==> src/rtl/demo_enable_gen_pkg.sv <==
// Shared definitions for the demo enable-pulse generator: state encoding and
// default widths.
package demo_enable_gen_pkg;

    typedef enum logic [1:0] {
        ST_IDLE  = 2'd0,
        ST_RUN   = 2'd1,
        ST_PAUSE = 2'd2
    } state_t;

    localparam int PRESCALE_W_DEF = 16;
    localparam int BURST_W_DEF    = 8;

endpackage : demo_enable_gen_pkg

==> src/rtl/demo_prescaler.sv <==
// Reloadable down-counter that sets the spacing between enable pulses.
// A load takes priority over a decrement. The zero flag comes straight from
// the count register.
module demo_prescaler #(
    parameter int W = 16
) (
    input  logic         clk,
    input  logic         reset,
    input  logic         load,
    input  logic [W-1:0] load_val,
    input  logic         dec,
    output logic         zero
);

    logic [W-1:0] pre_q;

    // Count register: reload on load, otherwise count down when asked.
    // NOTE: reset is synchronous here, so it is tested inside the clocked block
    // and is left out of the sensitivity list.
    always_ff @(posedge clk) begin
        if (reset) begin
            pre_q <= '0;
        end else if (load) begin
            pre_q <= load_val;
        end else if (dec) begin
            pre_q <= pre_q - 1'b1;
        end
    end

    assign zero = (pre_q == '0);

endmodule : demo_prescaler

==> src/rtl/demo_enable_gen.sv <==
// Programmable enable-pulse generator that drives the enable input of the
// downstream 8-bit demo counter. A run emits one-cycle pulses every div+1
// active cycles, either without end or for a fixed burst. The run can be
// paused with hold and aborted with stop.
module demo_enable_gen
    import demo_enable_gen_pkg::*;
#(
    parameter int PRESCALE_W = PRESCALE_W_DEF,
    parameter int BURST_W    = BURST_W_DEF
) (
    input  logic                  clk,
    input  logic                  reset,
    input  logic [PRESCALE_W-1:0] cfg_div,
    input  logic [BURST_W-1:0]    cfg_burst,
    input  logic                  start,
    input  logic                  stop,
    input  logic                  hold,
    output logic                  enable,
    output logic                  busy,
    output logic                  done
);

    state_t                state_q, state_d;
    logic [PRESCALE_W-1:0] div_q, div_d;
    logic [BURST_W-1:0]    burst_q, burst_d;
    logic [BURST_W-1:0]    cnt_q, cnt_d;
    logic                  enable_d, busy_d, done_d;

    logic                  pre_load;
    logic [PRESCALE_W-1:0] pre_load_val;
    logic                  pre_dec;
    logic                  pre_zero;

    demo_prescaler #(
        .W (PRESCALE_W)
    ) u_prescaler (
        .clk      (clk),
        .reset    (reset),
        .load     (pre_load),
        .load_val (pre_load_val),
        .dec      (pre_dec),
        .zero     (pre_zero)
    );

    // Next-state and output decode. A PAUSE cycle with hold low does the RUN
    // work, so each held edge costs exactly one cycle of delay.
    always_comb begin
        // NOTE: every variable gets a default first, so no path through the
        // case can leave a value unassigned and infer a latch.
        state_d      = state_q;
        div_d        = div_q;
        burst_d      = burst_q;
        cnt_d        = cnt_q;
        enable_d     = 1'b0;
        done_d       = 1'b0;
        pre_load     = 1'b0;
        pre_load_val = div_q;
        pre_dec      = 1'b0;

        unique case (state_q)
            ST_IDLE: begin
                if (start && !stop) begin
                    state_d      = ST_RUN;
                    div_d        = cfg_div;
                    burst_d      = cfg_burst;
                    cnt_d        = '0;
                    pre_load     = 1'b1;
                    pre_load_val = cfg_div;
                end
            end
            ST_RUN, ST_PAUSE: begin
                if (stop) begin
                    state_d = ST_IDLE;
                end else if (hold) begin
                    state_d = ST_PAUSE;
                end else begin
                    state_d = ST_RUN;
                    if (pre_zero) begin
                        enable_d = 1'b1;
                        pre_load = 1'b1;
                        cnt_d    = cnt_q + 1'b1;
                        // Burst length 0 means continuous; cnt then wraps unseen.
                        if (burst_q != '0 && cnt_d == burst_q) begin
                            done_d  = 1'b1;
                            state_d = ST_IDLE;
                        end
                    end else begin
                        pre_dec = 1'b1;
                    end
                end
            end
            default: begin
                state_d = ST_IDLE;
            end
        endcase

        busy_d = (state_d != ST_IDLE);
    end

    // State, latched configuration, pulse counter and registered outputs.
    // NOTE: sequential state uses non-blocking assignments only, so every
    // register samples the values from before the edge.
    always_ff @(posedge clk) begin
        if (reset) begin
            state_q <= ST_IDLE;
            div_q   <= '0;
            burst_q <= '0;
            cnt_q   <= '0;
            enable  <= 1'b0;
            busy    <= 1'b0;
            done    <= 1'b0;
        end else begin
            state_q <= state_d;
            div_q   <= div_d;
            burst_q <= burst_d;
            cnt_q   <= cnt_d;
            enable  <= enable_d;
            busy    <= busy_d;
            done    <= done_d;
        end
    end

endmodule : demo_enable_gen

==> config.mk <==
export PLATFORM = sky130hd
export DESIGN_NAME = demo_enable_gen
export DESIGN_NICKNAME = d
export VERILOG_FILES = /design/src/rtl/demo_enable_gen_pkg.sv /design/src/rtl/demo_prescaler.sv /design/src/rtl/demo_enable_gen.sv
export SDC_FILE = /design/constraint.sdc
export NUM_CORES = 1
export LEC_CHECK = 0
export CAP_MARGIN = 20
export CORE_MARGIN = 1
export CORE_UTILIZATION = 45
export DETAILED_ROUTE_END_ITERATION = 6
export PLACE_DENSITY_LB_ADDON = 0.05
export SYNTH_ARGS = -nofsm -noshare
export SYNTH_HDL_FRONTEND = slang
export SYNTH_SLANG_ARGS = --single-unit
export TNS_END_PERCENT = 50
==> constraint.sdc <==
create_clock -name clk -period 2.6 [get_ports clk]
set_clock_uncertainty 0.1 [all_clocks]
set_input_delay 0.52 -clock clk [delete_from_list [all_inputs] [get_ports clk]]
set_output_delay 0.52 -clock clk [all_outputs]
set_load 0.005 [all_outputs]
# After elaboration in Yosys (flattened, before gate mapping)
# Index checks and enable logic that the tools add are counted.
# classes
add_sub_neg,2
eq_ne,7
muxes,25
bitwise,2
reduce_logical,14
# ops
cell,count
2-to-1 mux 16 bit,4
2-to-1 mux 8 bit,4
zero test 16 bit,1
one-hot mux 8 bit (2 select lines),1
subtractor 16 x 1 -> 16 bit (second input constant),1
2-to-1 mux 1 bit,11
adder 8 x 1 -> 8 bit (second input constant),1
equality test 8 bit,1
!= test 2 bit (second input constant),4
nonzero test 8 bit,1
2-to-1 mux 2 bit,3
nonzero test 2 bit,3
AND reduction 5 bit,1
OR reduction 5 bit,1
one-hot mux 2 bit (2 select lines),1
OR reduction 2 bit,2
equality test 2 x 1 -> 1 bit (second input constant),1
equality test 2 bit (second input constant),1
logical AND 1 bit,2
zero test 2 bit,1
NOT 1 bit,2
one-hot mux 1 bit (2 select lines),1
AND reduction 2 bit,1
zero test 1 bit,1
# totals
ff_bits,53
word_cells,58

# Depth between registers and ports, before layout
# depth
word_depth,9
ltp_mapped,9

# By module
# From an unflattened synthesis, not the netlist that was laid out.
# unflattened
hier_cells,330
hier_area_um2,2603.7
# modules_own_cells
module,n_inst,cells_each,area_each_um2,seq_area_each_um2
demo_enable_gen,1,231,1722.9,740.7
demo_prescaler,1,99,880.8,320.3

# Worst setup path after synthesis
# Ideal clock, no wire load.
# synth_timing
path_type,reg2reg
startpoint,reg u_prescaler.pre_q[0]
endpoint,reg u_prescaler.pre_q[1]
setup_time_ps,65
t_arrival_ps,2080
slack_ps,355
stages_incl_launch_ff,9
path_buffers,0
path_cell_list,dfxtp_1 inv_1 ha_1 nor3b_1 nand4_2 or3_1 a21oi_4 mux2_2 nor2_1
# synth_between
elab_chain_len,6
# synth_rtl
item,line,rtl
start: declaration,demo_prescaler.sv:15,logic [W-1:0] pre_q;
start signal: assignment,demo_prescaler.sv:24,pre_q <= load_val;
start signal: assignment,demo_prescaler.sv:26,pre_q <= pre_q - 1'b1;
branches (longest 6 deep; another with subtractor 16 x 1 -> 16 bit),-,
# Parallel ways; which one is timed is not known. The select of a mux whose other input is x is not followed.
# A chain may end at the register's enable or synchronous reset.

# Final worst setup path
# layout_timing
startpoint,reg u_prescaler.pre_q[6]
endpoint,reg u_prescaler.pre_q[14]
# The elaborated chain is that of the path after synthesis.

==> results.cfg <==
[placed_design]
dp_hpwl_mm = 4.19
placed_cell_area_mm2 = 0.00314
port-buffer-count = 31
gp_congestion = 0.877
dp_cells = 419

[worst_setup_path]
cp.required_ns = 2.70
crit_fanout = 6
r2r_cells = 6
worstSetupEndpointType = register
path_class = reg2reg
cp-start-kind = register
cp.arrival_ns = 2.41

[grt]
grt_pass1_vias = 2132
grt_pass1_wl_mm = 9.75
grt_usage_pct = 19.5
antenna_found_initial = 0
overflow = 0
grt_max_degree = 25

[clock_network]
clk_pin_slew_worst_paths_ns = 0.10
cts_buffers = 5
insertion_delay_ns = 0.31
cts-htree-levels = 2
cts_setup_buffers = 0
cts_buffer_depth = 2
tritoncts = yes
clk_root_buffer_cell = clkbuf_8
cts_sinks = 53

[power_and_ir_drop]
vdd_drop_max_uv = 256
p_per_area_mw_per_mm2 = 559
power_frac_comb_pct = 23.0
p_clk_share_pct = 26.9
p_switching_uw = 553
internal_power_mw = 1.26
p_seq_share_pct = 50.1
power.leakage_nw = 1.19
p_sw_share_pct = 30.6

[logic_synthesis]
synth_ff_type = dfxtp_1
yosysSeqAreaShare_pct = 39.4
syn_inst = 317
ys_types = 51
synth-edff-count = 0
yosysMostFrequentCell = dfxtp_1
synth_top_cells_by_count = 53 x dfxtp_1, 45 x nand2_1, 34 x nor2_1
synth_top_area_share_pct = 39.4
syn_nets = 350
syn-cell-area_mm2 = 0.00269
synthTopCellsByArea = dfxtp_1 39%, nand2_1 6.3%, mux2i_1 5.2%, nor2_1 4.7%, xnor2_1 4.6%
synth.largest_area_cell = dfxtp_1
ys_warn_count = 0
synth-seq-cells = 53
async_reset_ff_share_pct = 0
avgSynthCellArea_um2 = 8.50

[sta]
setup_tns_ns = 0
max_slew.worst_pin.slew_ns = 0.445
finalCritPeriodShare_pct = 89.0
finalMaxSlewViolations = 0
post-route-min-period_ns = 2.32
final-setup-viol-count = 0
hold_violations = 0
max_freq_mhz = 432
relSlewSlack_pct = 70.3
rsz0062_at_grt = no

[die]
coreArea_mm2 = 0.00564
start_util_pct = 47.7
die_x_um = 79.4
floorplan.die_area_mm2 = 0.00630
rows = 27
ios = 32
die_h_um = 79.4

[routing]
drtIter0Drc = 166
wire_per_inst_um = 13.2
drt_pass1_iterations = 4
via_per_inst = 5.31
vias = 2266
ant_nets = 0
wirelength_mm = 5.65
route.detailed.drc = 0

[cells_and_area]
fin_area_mm2 = 0.00324
final_cells = 427
syn_to_final_growth_pct = 20.3
layout-drive-gt1-share_pct = 12.4
num_antenna_cells = 0
nFillCells = 513
nets = 387

[status]
status = complete, no violations

[worst_hold_path]
hold-path-cell-count = 2
hp-class = reg2reg

[flow_run]
drv_cap = 0
[placed cells by master (no fill, tap or decap), drive strengths merged, types with 2 or more instances in the layout]
master         Yosys  routed
xnor2             14      14
a21oi             25      25
and4               2       2
ha                 4       4
a31oi              2       2
o21ai             10      10
nor2b              2       2
nor3              10      10
nand2b             2       2
nand4              5       5
a21o               6       6
or2                4       4
inv                8       9
a211oi             5       5
and2               2       2
nor4               8       8
nor2              34      34
nand3              8       8
o31ai              5       5
nand2             45      45
clkdlybuf4s50      0      30
nor3b              3       3
nor4b              2       2
a32o               4       4
or4                2       2
clkbuf            11       5
mux2               3       3
dfxtp             53      53
mux2i             14      14
xor2               8       8
or3                4       4
buf                4      15
[through the flow]
stage                     worst slack (ns)  util (%)  hold slack, ns  total power, mW
after floorplan                      0.355         -           0.340             1.20
after global placement               0.127      55.7           0.355             1.34
after detailed placement            0.0581      55.7           0.357             1.34
after CTS                            0.178      57.3           0.372             1.83
after global routing                0.0763      57.4           0.389             1.92
final                                0.285      57.4           0.367             1.81
[layer usage]
layer / GRT usage (%) / wire length [um] / up-vias
met1: 27.3 / 2940 / 1021
li1: - / - / 1191
met4: 3.27 / 30 / 0
met5: 0 / 0 / -
met3: 4.57 / 292 / 4
met2: 30.9 / 2390 / 50
[state kept, by name, indices dropped and copies added (netlist names)]
signal             cells
busy                   1
enable                 1
burst_q                8
div_q                 16
state_q                2
u_prescaler.pre_q     16
cnt_q                  8
done                   1
[cells by family after synthesis]
family,after synthesis,synth area share (%)
AND/OR/NAND/NOR,137,26.2
AO/OA/AOI/OAI,61,15.3
XOR/XNOR,22,7.15
flip-flops,53,39.4
adder cells (fa/ha/maj),4,1.86
multiplexers,17,6.46
buffers and inverters,23,3.58
[final timing paths]
| kind | start | endpoint | slack, ns |
|---|---|---|---|
| hold / removal | div_q[0]$_SDFF_PP0_ | div_q[0]$_SDFF_PP0_ | 0.37 |
| setup reg to reg | u_prescaler.pre_q[6]$_SDFFE_PP0P_ | u_prescaler.pre_q[14]$_SDFFE_PP0P_ | 0.28 |
| hold reg to reg | div_q[0]$_SDFF_PP0_ | div_q[0]$_SDFF_PP0_ | 0.37 |
| setup / recovery | u_prescaler.pre_q[6]$_SDFFE_PP0P_ | u_prescaler.pre_q[14]$_SDFFE_PP0P_ | 0.28 |
[power groups by stage]
stage	logic, mW	registers, mW	clock network (mW)
floorplan	0.287	0.914	0
detailed placement	0.417	0.924	0
finish	0.417	0.907	0.487
CTS	0.418	0.906	0.507
global placement	0.416	0.923	0
global route	0.471	0.914	0.538
[layout make-up]
class,instances,area [um2],share of cell area (%)
multi-input cells,241,1540,47.6
flip-flops and latches,53,1060,32.8
repair buffers,45,423,13.1
well taps,72,90.1,2.78
clock buffers,5,68.8,2.12
inverters,8,30.0,0.927
clock inverters,3,25.0,0.772
[worst max-delay path, cell delays in order, from the launching register on]
cell and delay [ns]:
dfxtp_1 0.39, or4_4 0.58, or3_4 0.37, nor4_2 0.25, mux2_1 0.35, nor2_1 0.11
a211oi_2 0.05
[repair_timing]
item | CTS | global route
resized for setup | 0 | 1
hold buffers | 0 | 0
hold endpoints to repair | 0 | 0
endpoints found under the setup margin | 0 | 2
(Power assumes the default switching activity.)
